$ cat src/rtl/line_buffer_pkg.sv
// Shared definitions for the line buffer and its feeder actor: field widths,
// header layout and the per-flux context state.
package line_buffer_pkg;

  localparam int unsigned SIZE_WIDTH   = 7;
  localparam int unsigned DATA_WIDTH   = 18;
  localparam int unsigned MAX_LINE     = 64;
  localparam int unsigned REMAIN_WIDTH = 2 * SIZE_WIDTH;

  // Header layout: {tag, ext_h, real_w}
  localparam int unsigned HDR_REAL_W_LSB = 0;
  localparam int unsigned HDR_EXT_H_LSB  = SIZE_WIDTH;
  localparam int unsigned HDR_TAG_LSB    = 2 * SIZE_WIDTH;

  typedef enum logic {
    IDLE   = 1'b0,
    STREAM = 1'b1
  } flux_state_e;

  // A single flux still needs a one-bit tag field.
  function automatic int unsigned tag_width(input int unsigned flux);
    return (flux > 1) ? $clog2(flux) : 1;
  endfunction

endpackage

$ cat src/rtl/line_buffer_feeder_if.sv
// Tagged multi-flux FIFO interfaces: per-flux flags and strobes, per-flux read
// data heads, one shared write data bus tagged with the target flux.
interface read_interface #(
  parameter int unsigned FLUX  = 2,
  parameter int unsigned WIDTH = 8
);
  logic [FLUX-1:0]            empty;
  logic [FLUX-1:0]            read;
  logic [FLUX-1:0][WIDTH-1:0] dout;

  modport actor (input empty, input dout, output read);
  modport fifo  (output empty, output dout, input read);
endinterface

interface write_interface #(
  parameter int unsigned FLUX  = 2,
  parameter int unsigned WIDTH = 8
);
  logic [FLUX-1:0]  full;
  logic [FLUX-1:0]  write;
  logic [WIDTH-1:0] din;

  modport actor (input full, output write, output din);
  modport fifo  (output full, input write, input din);
endinterface

$ cat src/rtl/line_buffer_feeder_flux_prio_sel.sv
// Lowest-index-wins priority encoder over per-flux eligibility bits; shared by
// multi-flux actors to pick the single action that fires each cycle.
module flux_prio_sel #(
  parameter int unsigned FLUX      = 2,
  parameter int unsigned TAG_WIDTH = 1
) (
  input  logic [FLUX-1:0]      elig,
  output logic [TAG_WIDTH-1:0] tag,
  output logic                 valid
);

  // Scan from the top so the lowest eligible index is the last one written.
  always_comb begin
    tag   = '0;
    valid = 1'b0;
    for (int i = int'(FLUX) - 1; i >= 0; i--) begin
      if (elig[i]) begin
        tag   = TAG_WIDTH'(i);
        valid = 1'b1;
      end
    end
  end

endmodule

$ cat src/rtl/line_buffer_feeder.sv
// Dataflow actor feeding line_buffer: per flux, turns a block header into
// ext_size/real_size tokens and forwards real_w*ext_h tagged pels.
module line_buffer_feeder
  import line_buffer_pkg::*;
#(
  parameter int unsigned FLUX = 2
) (
  input  logic             clk,
  input  logic             rst,
  read_interface.actor     read_port_blk_hdr,
  read_interface.actor     read_port_pel_in,
  write_interface.actor    write_port_ext_size,
  write_interface.actor    write_port_real_size,
  write_interface.actor    write_port_out_pel,
  output logic [FLUX-1:0]  err_size
);

  localparam int unsigned TAG_WIDTH = tag_width(FLUX);
  localparam int unsigned HDR_WIDTH = 2 * SIZE_WIDTH + TAG_WIDTH;
  localparam int unsigned PEL_WIDTH = DATA_WIDTH + TAG_WIDTH;
  localparam logic [SIZE_WIDTH-1:0] MaxRealW = SIZE_WIDTH'(MAX_LINE);

  flux_state_e             state_q  [FLUX];
  flux_state_e             state_d  [FLUX];
  logic [REMAIN_WIDTH-1:0] remain_q [FLUX];
  logic [REMAIN_WIDTH-1:0] remain_d [FLUX];
  logic [FLUX-1:0]         err_q, err_d;

  logic [FLUX-1:0]         hdr_en, pel_en, sel_oh;
  logic [TAG_WIDTH-1:0]    sel;
  logic                    sel_valid;
  logic                    fire_hdr, fire_pel;

  logic [HDR_WIDTH-1:0]    hdr_word;
  logic [PEL_WIDTH-1:0]    pel_word;
  logic [SIZE_WIDTH-1:0]   hdr_ext_h, hdr_real_w;
  logic [DATA_WIDTH-1:0]   pel_data;
  logic                    hdr_legal;
  logic [REMAIN_WIDTH-1:0] blk_pels;
  logic                    unused_tags;

  // HDR needs both size FIFOs free so the two size tokens always travel together.
  always_comb begin
    hdr_en = '0;
    pel_en = '0;
    for (int f = 0; f < int'(FLUX); f++) begin
      hdr_en[f] = (state_q[f] == IDLE) && !read_port_blk_hdr.empty[f] &&
                  !write_port_ext_size.full[f] && !write_port_real_size.full[f];
      pel_en[f] = (state_q[f] == STREAM) && !read_port_pel_in.empty[f] &&
                  !write_port_out_pel.full[f];
    end
  end

  flux_prio_sel #(
    .FLUX      (FLUX),
    .TAG_WIDTH (TAG_WIDTH)
  ) u_prio_sel (
    .elig  (hdr_en | pel_en),
    .tag   (sel),
    .valid (sel_valid)
  );

  // Gating by rst keeps every strobe low for the whole reset window.
  assign fire_hdr = rst && sel_valid && (state_q[sel] == IDLE);
  assign fire_pel = rst && sel_valid && (state_q[sel] == STREAM);
  assign sel_oh   = FLUX'(1) << sel;

  assign hdr_word   = read_port_blk_hdr.dout[sel];
  assign pel_word   = read_port_pel_in.dout[sel];
  assign hdr_ext_h  = hdr_word[HDR_EXT_H_LSB +: SIZE_WIDTH];
  assign hdr_real_w = hdr_word[HDR_REAL_W_LSB +: SIZE_WIDTH];
  assign pel_data   = pel_word[DATA_WIDTH-1:0];

  assign hdr_legal = (hdr_real_w != '0) && (hdr_real_w <= MaxRealW) && (hdr_ext_h != '0);
  assign blk_pels  = REMAIN_WIDTH'(hdr_real_w) * REMAIN_WIDTH'(hdr_ext_h);

  // Incoming tags are implied by the FIFO lane; the output tag is the selected flux.
  assign unused_tags = ^{hdr_word[HDR_TAG_LSB +: TAG_WIDTH], pel_word[DATA_WIDTH +: TAG_WIDTH]};

  assign read_port_blk_hdr.read     = fire_hdr ? sel_oh : '0;
  assign write_port_ext_size.write  = (fire_hdr && hdr_legal) ? sel_oh : '0;
  assign write_port_real_size.write = (fire_hdr && hdr_legal) ? sel_oh : '0;
  assign read_port_pel_in.read      = fire_pel ? sel_oh : '0;
  assign write_port_out_pel.write   = fire_pel ? sel_oh : '0;

  assign write_port_ext_size.din  = {sel, hdr_ext_h};
  assign write_port_real_size.din = {sel, hdr_real_w};
  assign write_port_out_pel.din   = {sel, pel_data};

  always_comb begin
    for (int f = 0; f < int'(FLUX); f++) begin
      state_d[f]  = state_q[f];
      remain_d[f] = remain_q[f];
    end
    err_d = err_q;

    if (fire_hdr) begin
      if (hdr_legal) begin
        state_d[sel]  = STREAM;
        remain_d[sel] = blk_pels;
      end else begin
        err_d[sel] = 1'b1;
      end
    end

    if (fire_pel) begin
      remain_d[sel] = remain_q[sel] - REMAIN_WIDTH'(1);
      if (remain_q[sel] == REMAIN_WIDTH'(1)) begin
        state_d[sel] = IDLE;
      end
    end
  end

  always_ff @(posedge clk or negedge rst) begin
    if (!rst) begin
      for (int f = 0; f < int'(FLUX); f++) begin
        state_q[f]  <= IDLE;
        remain_q[f] <= '0;
      end
      err_q <= '0;
    end else begin
      for (int f = 0; f < int'(FLUX); f++) begin
        state_q[f]  <= state_d[f];
        remain_q[f] <= remain_d[f];
      end
      err_q <= err_d;
    end
  end

  assign err_size = err_q;

endmodule

$ cat src/flat_wrapper.sv
// flat-port wrapper written by rule: the top's interface ports become plain ports
module line_buffer_feeder_flat import line_buffer_pkg::*;
#(
  parameter int unsigned FLUX = 2
)
  (clk, rst, err_size, read_port_blk_hdr_empty, read_port_blk_hdr_dout, read_port_blk_hdr_read, read_port_pel_in_empty, read_port_pel_in_dout, read_port_pel_in_read, write_port_ext_size_full, write_port_ext_size_write, write_port_ext_size_din, write_port_real_size_full, write_port_real_size_write, write_port_real_size_din, write_port_out_pel_full, write_port_out_pel_write, write_port_out_pel_din);
  read_interface #(.FLUX(FLUX), .WIDTH(15)) read_port_blk_hdr_i ();
  read_interface #(.FLUX(FLUX), .WIDTH(19)) read_port_pel_in_i ();
  write_interface #(.FLUX(FLUX), .WIDTH(8)) write_port_ext_size_i ();
  write_interface #(.FLUX(FLUX), .WIDTH(8)) write_port_real_size_i ();
  write_interface #(.FLUX(FLUX), .WIDTH(19)) write_port_out_pel_i ();
  input  logic clk;
  input  logic rst;
  output logic [FLUX-1:0] err_size;
  input wire logic [$bits(read_port_blk_hdr_i.empty)-1:0] read_port_blk_hdr_empty;
  input wire logic [$bits(read_port_blk_hdr_i.dout)-1:0] read_port_blk_hdr_dout;
  output wire logic [$bits(read_port_blk_hdr_i.read)-1:0] read_port_blk_hdr_read;
  input wire logic [$bits(read_port_pel_in_i.empty)-1:0] read_port_pel_in_empty;
  input wire logic [$bits(read_port_pel_in_i.dout)-1:0] read_port_pel_in_dout;
  output wire logic [$bits(read_port_pel_in_i.read)-1:0] read_port_pel_in_read;
  input wire logic [$bits(write_port_ext_size_i.full)-1:0] write_port_ext_size_full;
  output wire logic [$bits(write_port_ext_size_i.write)-1:0] write_port_ext_size_write;
  output wire logic [$bits(write_port_ext_size_i.din)-1:0] write_port_ext_size_din;
  input wire logic [$bits(write_port_real_size_i.full)-1:0] write_port_real_size_full;
  output wire logic [$bits(write_port_real_size_i.write)-1:0] write_port_real_size_write;
  output wire logic [$bits(write_port_real_size_i.din)-1:0] write_port_real_size_din;
  input wire logic [$bits(write_port_out_pel_i.full)-1:0] write_port_out_pel_full;
  output wire logic [$bits(write_port_out_pel_i.write)-1:0] write_port_out_pel_write;
  output wire logic [$bits(write_port_out_pel_i.din)-1:0] write_port_out_pel_din;
  assign read_port_blk_hdr_i.empty = read_port_blk_hdr_empty;
  assign read_port_blk_hdr_i.dout = read_port_blk_hdr_dout;
  assign read_port_blk_hdr_read = read_port_blk_hdr_i.read;
  assign read_port_pel_in_i.empty = read_port_pel_in_empty;
  assign read_port_pel_in_i.dout = read_port_pel_in_dout;
  assign read_port_pel_in_read = read_port_pel_in_i.read;
  assign write_port_ext_size_i.full = write_port_ext_size_full;
  assign write_port_ext_size_write = write_port_ext_size_i.write;
  assign write_port_ext_size_din = write_port_ext_size_i.din;
  assign write_port_real_size_i.full = write_port_real_size_full;
  assign write_port_real_size_write = write_port_real_size_i.write;
  assign write_port_real_size_din = write_port_real_size_i.din;
  assign write_port_out_pel_i.full = write_port_out_pel_full;
  assign write_port_out_pel_write = write_port_out_pel_i.write;
  assign write_port_out_pel_din = write_port_out_pel_i.din;
  line_buffer_feeder #(.FLUX(FLUX)) u_core (.clk(clk), .rst(rst), .read_port_blk_hdr(read_port_blk_hdr_i), .read_port_pel_in(read_port_pel_in_i), .write_port_ext_size(write_port_ext_size_i), .write_port_real_size(write_port_real_size_i), .write_port_out_pel(write_port_out_pel_i), .err_size(err_size));
endmodule
$ cat config.mk
export PLATFORM = sky130hd
export DESIGN_NAME = line_buffer_feeder_flat
export DESIGN_NICKNAME = d
export VERILOG_FILES = /design/src/rtl/line_buffer_pkg.sv /design/src/rtl/line_buffer_feeder_if.sv /design/src/rtl/line_buffer_feeder_flux_prio_sel.sv /design/src/rtl/line_buffer_feeder.sv /design/src/flat_wrapper.sv
export SDC_FILE = /design/constraint.sdc
export NUM_CORES = 1
export LEC_CHECK = 0
export CAP_MARGIN = 0
export CORE_ASPECT_RATIO = 1.1
export CORE_MARGIN = 1
export CORE_UTILIZATION = 28
export DETAILED_ROUTE_END_ITERATION = 12
export SETUP_SLACK_MARGIN = 0.15
export SYNTH_ARGS = -nofsm -noshare
export SYNTH_HDL_FRONTEND = slang
export SYNTH_SLANG_ARGS = --single-unit
$ cat constraint.sdc
create_clock -name clk -period 6.5 [get_ports clk]
set_input_delay 1.625 -clock clk [delete_from_list [all_inputs] [get_ports clk]]
set_output_delay 1.625 -clock clk [all_outputs]
set_load 0.01 [all_outputs]
**Word-level counts from Yosys, hierarchy flattened**

Cells that the tools add are included.

- $add $sub $neg: 1
- Multipliers: 1
- $lt $le $gt $ge: 5
- Equality and inequality tests: 1
- Shifts and indexed selects: 1
- Muxes and demuxes: 31
- Bitwise logic cells: 10
- Reduce and logical (&&, ||, !) cells: 31

Operators by type and width:

| kind | number |
|---|---|
| $mux W14 | 6 |
| $mux W28 | 3 |
| $bwmux W28 | 2 |
| $mux W18 | 2 |
| $logic_and A1 B1 Y1 | 18 |
| $demux W14 S1 | 1 |
| $eq A14 B1 Y1 const B | 1 |
| $mul A7 B7 Y14 | 1 |
| $mux W2 | 7 |
| $reduce_bool A7 Y1 | 2 |
| $sub A14 B1 Y14 const B | 1 |
| $logic_not A1 Y1 | 10 |
| $mux W1 | 8 |
| $le A7 B7 Y1 const B | 1 |
| $or A2 B2 Y2 | 3 |
| $not A1 Y1 | 4 |
| $and A2 B2 Y2 | 1 |
| $demux W1 S1 | 2 |
| $ge A2 B2 Y1 const B | 1 |
| $lt A1 B2 Y1 const B | 1 |
| $lt A2 B1 Y1 const B | 1 |
| $not A1 Y2 | 1 |
| $not A2 Y2 | 1 |
| $reduce_and A2 Y1 | 1 |
| 2 further kinds | 2 |

- Register bits after elaboration: 32
- Input port bits: 80
- Word-level logic and storage cells: 86

**Longest topological paths before layout**

- Depth in word-level cells: 18
- Mapped depth: 21
- Depth with buffers taken out: 19

**Cells and area by module**

Synthesis repeated with hierarchy kept, for this count alone.

- Cell total of the unflattened synthesis: 493
- Area, all modules: 4365.4 um^2

By module, submodules not included:

| module | instances | cells an instance | area each (um^2) | sequential area each (um^2) |
|---|---|---|---|---|
| line_buffer_feeder | 1 | 491 | 4352.9 | 800.8 |
| flux_prio_sel | 1 | 2 | 12.5 | 0.0 |

**Worst setup path after synthesis**

Ideal clock, no wire load.

- Path kind: input port to flip-flop
- Start point: input read_port_blk_hdr_empty[1]
- End point: register u_core.remain_q[11] in the netlist's numbering
- Library setup time: 124 ps
- Arrival: 6877 ps
- Slack: -501 ps
- Cell stages on the path: 21
- Buffers on the path: 2
- Cell sequence: or4_1 a211o_1 buf_6 buf_2 mux2i_1 nor2_1 fa_1 inv_1 fa_1 inv_1 fa_1 inv_1 fa_1 inv_1 ha_1 o21ai_0 nand2_1 a31o_2 a21oi_1 xnor2_1 a211o_1

RTL lines:

| element | line | text |
|---|---|---|
| from (decl) | flat_wrapper.sv:15 | `input wire logic [$bits(read_port_blk_hdr_i.empty)-1:0] read_port_blk_hdr_empty;` |
| to (signal, indexed assignment) | line_buffer_feeder.sv:124 | `remain_q[f] <= remain_d[f];` |
| to (decl) | line_buffer_feeder.sv:25 | `logic [REMAIN_WIDTH-1:0] remain_q [FLUX];` |

==> results.yml <==
run_status:
  status: "finished with violations"
  violations: "setup timing"
drt:
  drc_errors: 0
  via_per_inst: 5.068
  antenna_left: 0
  drt_pass1_iterations: 4
  wl_met2_mm: 7.663
  routed_wl_mm: 14.61
  routed-wl-met3_microns: 572
  wl_per_cell_microns: 16.13
  dr.max_layer_used: "met4"
  wl_met1_mm: 6.268
  first_iter_violations: 275
  vias: 4592
final_layout:
  seqCellArea_sq_um: 800.8
  n_antenna_cell: 0
  fin_cells: 906
  multi_input_area_sq_um: 3558
  nets: 852
  area_delta_synth_final_pct: 63.57
  fin_area_sq_um: 6809
  final_common_cell: "clkdlybuf4s50_1"
  drive_gt1_frac: 0.2549
  fillers: 1379
  layout_common_cells: "114 x clkdlybuf4s50_1, 93 x nand2_1, 74 x buf_4"
grt:
  grt_pass1_wl_mm: 22.41
  grt_pass1_vias: 4445
  grt_max_degree: 41
  antenna_found_initial: 0
  overflow: 0
  grt_util_all_layers: 0.1812
power:
  cellLeakagePower_nw: 3.072
  power_frac_clock: 0.101
  swShare: 0.4196
  power-per-cell-area_nw_per_um2: 324.1
  p_sw_uw: 926.0
  p_int_mw: 1.281
  p_seq_frac: 0.174
  peakVddDrop_mv: 0.1892
  combPwrFrac: 0.725
timing:
  tightest_slew_ns: 0.4702
  grt_setup_unrepaired: "true"
  hold_violations: 0
  slew_viol_final: 0
  fin_ws_ns: -0.008436
  post-route-min-period_ns: 6.508
  max_freq_mhz: 153.6
  clock-skew-final_ns: 0.005898
  finalSetupViolCount: 1
  finalCritPeriodShare: 1.001
  slew_headroom: 0.6865
placement:
  post-place-ws_ns: -0.6355
  place_hpwl_mm: 11.25
  dp.cells: 881
  dpl_cell_area_sq_um: 6131
  io_buffers: 122
  place_congestion: 0.8435
worst_hold_path:
  hp-class: "reg -> reg"
  worstHoldStart: "u_core.err_size[0]$_DFFE_PN0P_"
  min_path_cells: 1
yosys:
  syn_area_sq_um: 4163
  syn_nets: 660
  synth_cells: 522
  async_flop_share: 1.000
  synth-edff-count: 0
  syn_avg_cell_area_sq_um: 7.975
  ys_seq_area_frac: 0.1924
  synth.distinct_cells: 57
  synthFlopType: "dfrtp_1"
  synth_seq_cells: 32
  yosysWarnings: 0
cts:
  clkTransAtPathRegs_ns: 0.05
  cts_inserted_buffers: 5
  clock_path_buffers: 2
  h-tree-depth: 2
  clock-root-buffer: "clkbuf_16"
  cts.sinks: 32
  cts_tree: "done"
  worst_skew_pair.late_latency_ns: 0.28
critical_path:
  reg2reg_from: "u_core.state_q[0]$_DFF_PN0_"
  arrival_ns: 6.71
  critical_path.top_delay_family: "adder cells"
  path_cells: "buf_6 -> or4_4 -> a211o_4 -> buf_12 -> mux2i_4 -> buf_6 -> buf_6 -> buf_6 -> nor2_4 -> fa_1 -> ha_1 -> inv_2 -> fa_1 -> fa_1 -> inv_2 -> ha_4 -> and3_4 -> a22oi_2 -> a21oi_2 -> xnor2_2 -> buf_4 -> buf_6 -> buf_6 -> o221ai_2"
  crit_buf_inv: 10
  critPathRequiredTime_ns: 6.70
  crit_start: "write_port_ext_size_full[1]"
  rr_worst_depth: 23
  cp-end-kind: "flip-flop"
  path_class: "in -> reg"
  path_depth: 24
  critPathMaxFanout: 7
  crit_top_cell: "buf_6"
  rrSetupSlack_ns: 0.98
  crit_path_max_incr_delay_ns: 0.53
  worstSetupStartpointType: "input port"
  crit_slowest_cell: "fa_1"
run:
  max-cap-violations: 0
floorplanning:
  coreArea_sq_um: 14450
  die_area_sq_um: 15360
  rows: 46
  die_h_microns: 129.9
  dieWidth_microns: 118.3
  start_util: 0.2882
  num_io_pins: 127
==> repair_timing <==
item,in CTS,in global routing
cloned,1,0
hold buffers,0,0
pin swaps,32,45
setup endpoints to repair,16,14
gates resized for setup,54,49
endpoints found under the hold margin,0,0
buffers inserted,8,9
==> kinds of logic (layout without fill, tap and decap cells) <==
family / after synthesis / in the layout / share of synthesized area
simple gates: 222 / 222 / 0.2453
xor+xnor: 26 / 26 / 0.05470
mux: 33 / 33 / 0.07935
fa+ha+maj: 58 / 58 / 0.2176
buf+inv: 64 / 256 / 0.07184
flops: 32 / 32 / 0.1924
compound gates: 87 / 87 / 0.1389
==> worst reg2reg max path, stage by stage (launching register included) <==
cell and delay (ns):
dfrtp_1 0.41, or4_4 0.56, a211o_4 0.40, buf_12 0.18, mux2i_4 0.21, buf_6 0.13, buf_6 0.11, buf_6 0.11
nor2_4 0.08, fa_1 0.42, ha_1 0.30, inv_2 0.04, fa_1 0.48, fa_1 0.53, inv_2 0.05, ha_4 0.23
and3_4 0.17, a22oi_2 0.25, a21oi_2 0.11, xnor2_2 0.15, buf_4 0.15, buf_6 0.10, buf_6 0.10, o221ai_2 0.16
==> worst paths after layout <==
kind	end
worst max-delay path	flip-flop
worst min-delay path	u_core.err_size[0]$_DFFE_PN0P_
worst max register to register	flip-flop
worst min register to register	u_core.err_size[0]$_DFFE_PN0P_
max in group asynchronous	u_core.remain_q[15]$_DFF_PN0_
min in group asynchronous	u_core.remain_q[9]$_DFF_PN0_
==> layout make-up <==
cell class	count	share of cell area
clock buffer	6	0.01893
clock inverter	1	0.0007350
inverter	43	0.02407
multi-input combinational	426	0.5226
sequential	32	0.1176
tap	192	0.03528
timing repair buffer	206	0.2808
==> metal layers <==
layer,GRT usage,up-vias
met5,0,-
met4,0.03243,0
met3,0.01792,13
met2,0.3311,142
met1,0.2340,2242
li1,-,2195
==> metrics by stage <==
step / setup TNS (ns) / util / hold slack [ns] / power, mW
after CTS: -0.1367 / 0.4513 / 0.4801 / 2.023
after floorplan: 0 / - / 0.4935 / 1.094
after detailed placement: -7.217 / 0.4244 / 0.4645 / 1.662
after global placement: -6.979 / 0.4244 / 0.4501 / 1.638
after global routing: -0.5649 / 0.4713 / 0.5055 / 2.366
final: -0.008436 / 0.4713 / 0.4765 / 2.207
==> power groups by stage <==
stage          clock, mW  combinational [mW]  sequential, mW
2_1_floorplan          0               0.741           0.352
3_3_place_gp           0                1.26           0.376
6_report           0.222                1.60           0.384
4_1_cts            0.225                1.42           0.379
3_5_place_dp           0                1.28           0.379
5_1_grt            0.232                1.74           0.397
==> Yosys cell counts (all sizes together) (10+ instances only) <==
cell type | count | area (sq um)
nor3 | 21 | 116.4
fa | 24 | 480.5
mux2i | 33 | 330.3
o21ai | 20 | 103.9
xor2 | 12 | 105.1
nor2 | 55 | 206.5
inv | 40 | 150.1
buf | 14 | 108.9
nand2 | 97 | 364.1
a21oi | 20 | 100.1
ha | 34 | 425.4
xnor2 | 14 | 122.6
dfrtp | 32 | 800.8
nor4 | 10 | 62.56
(Power assumes the default switching activity.)
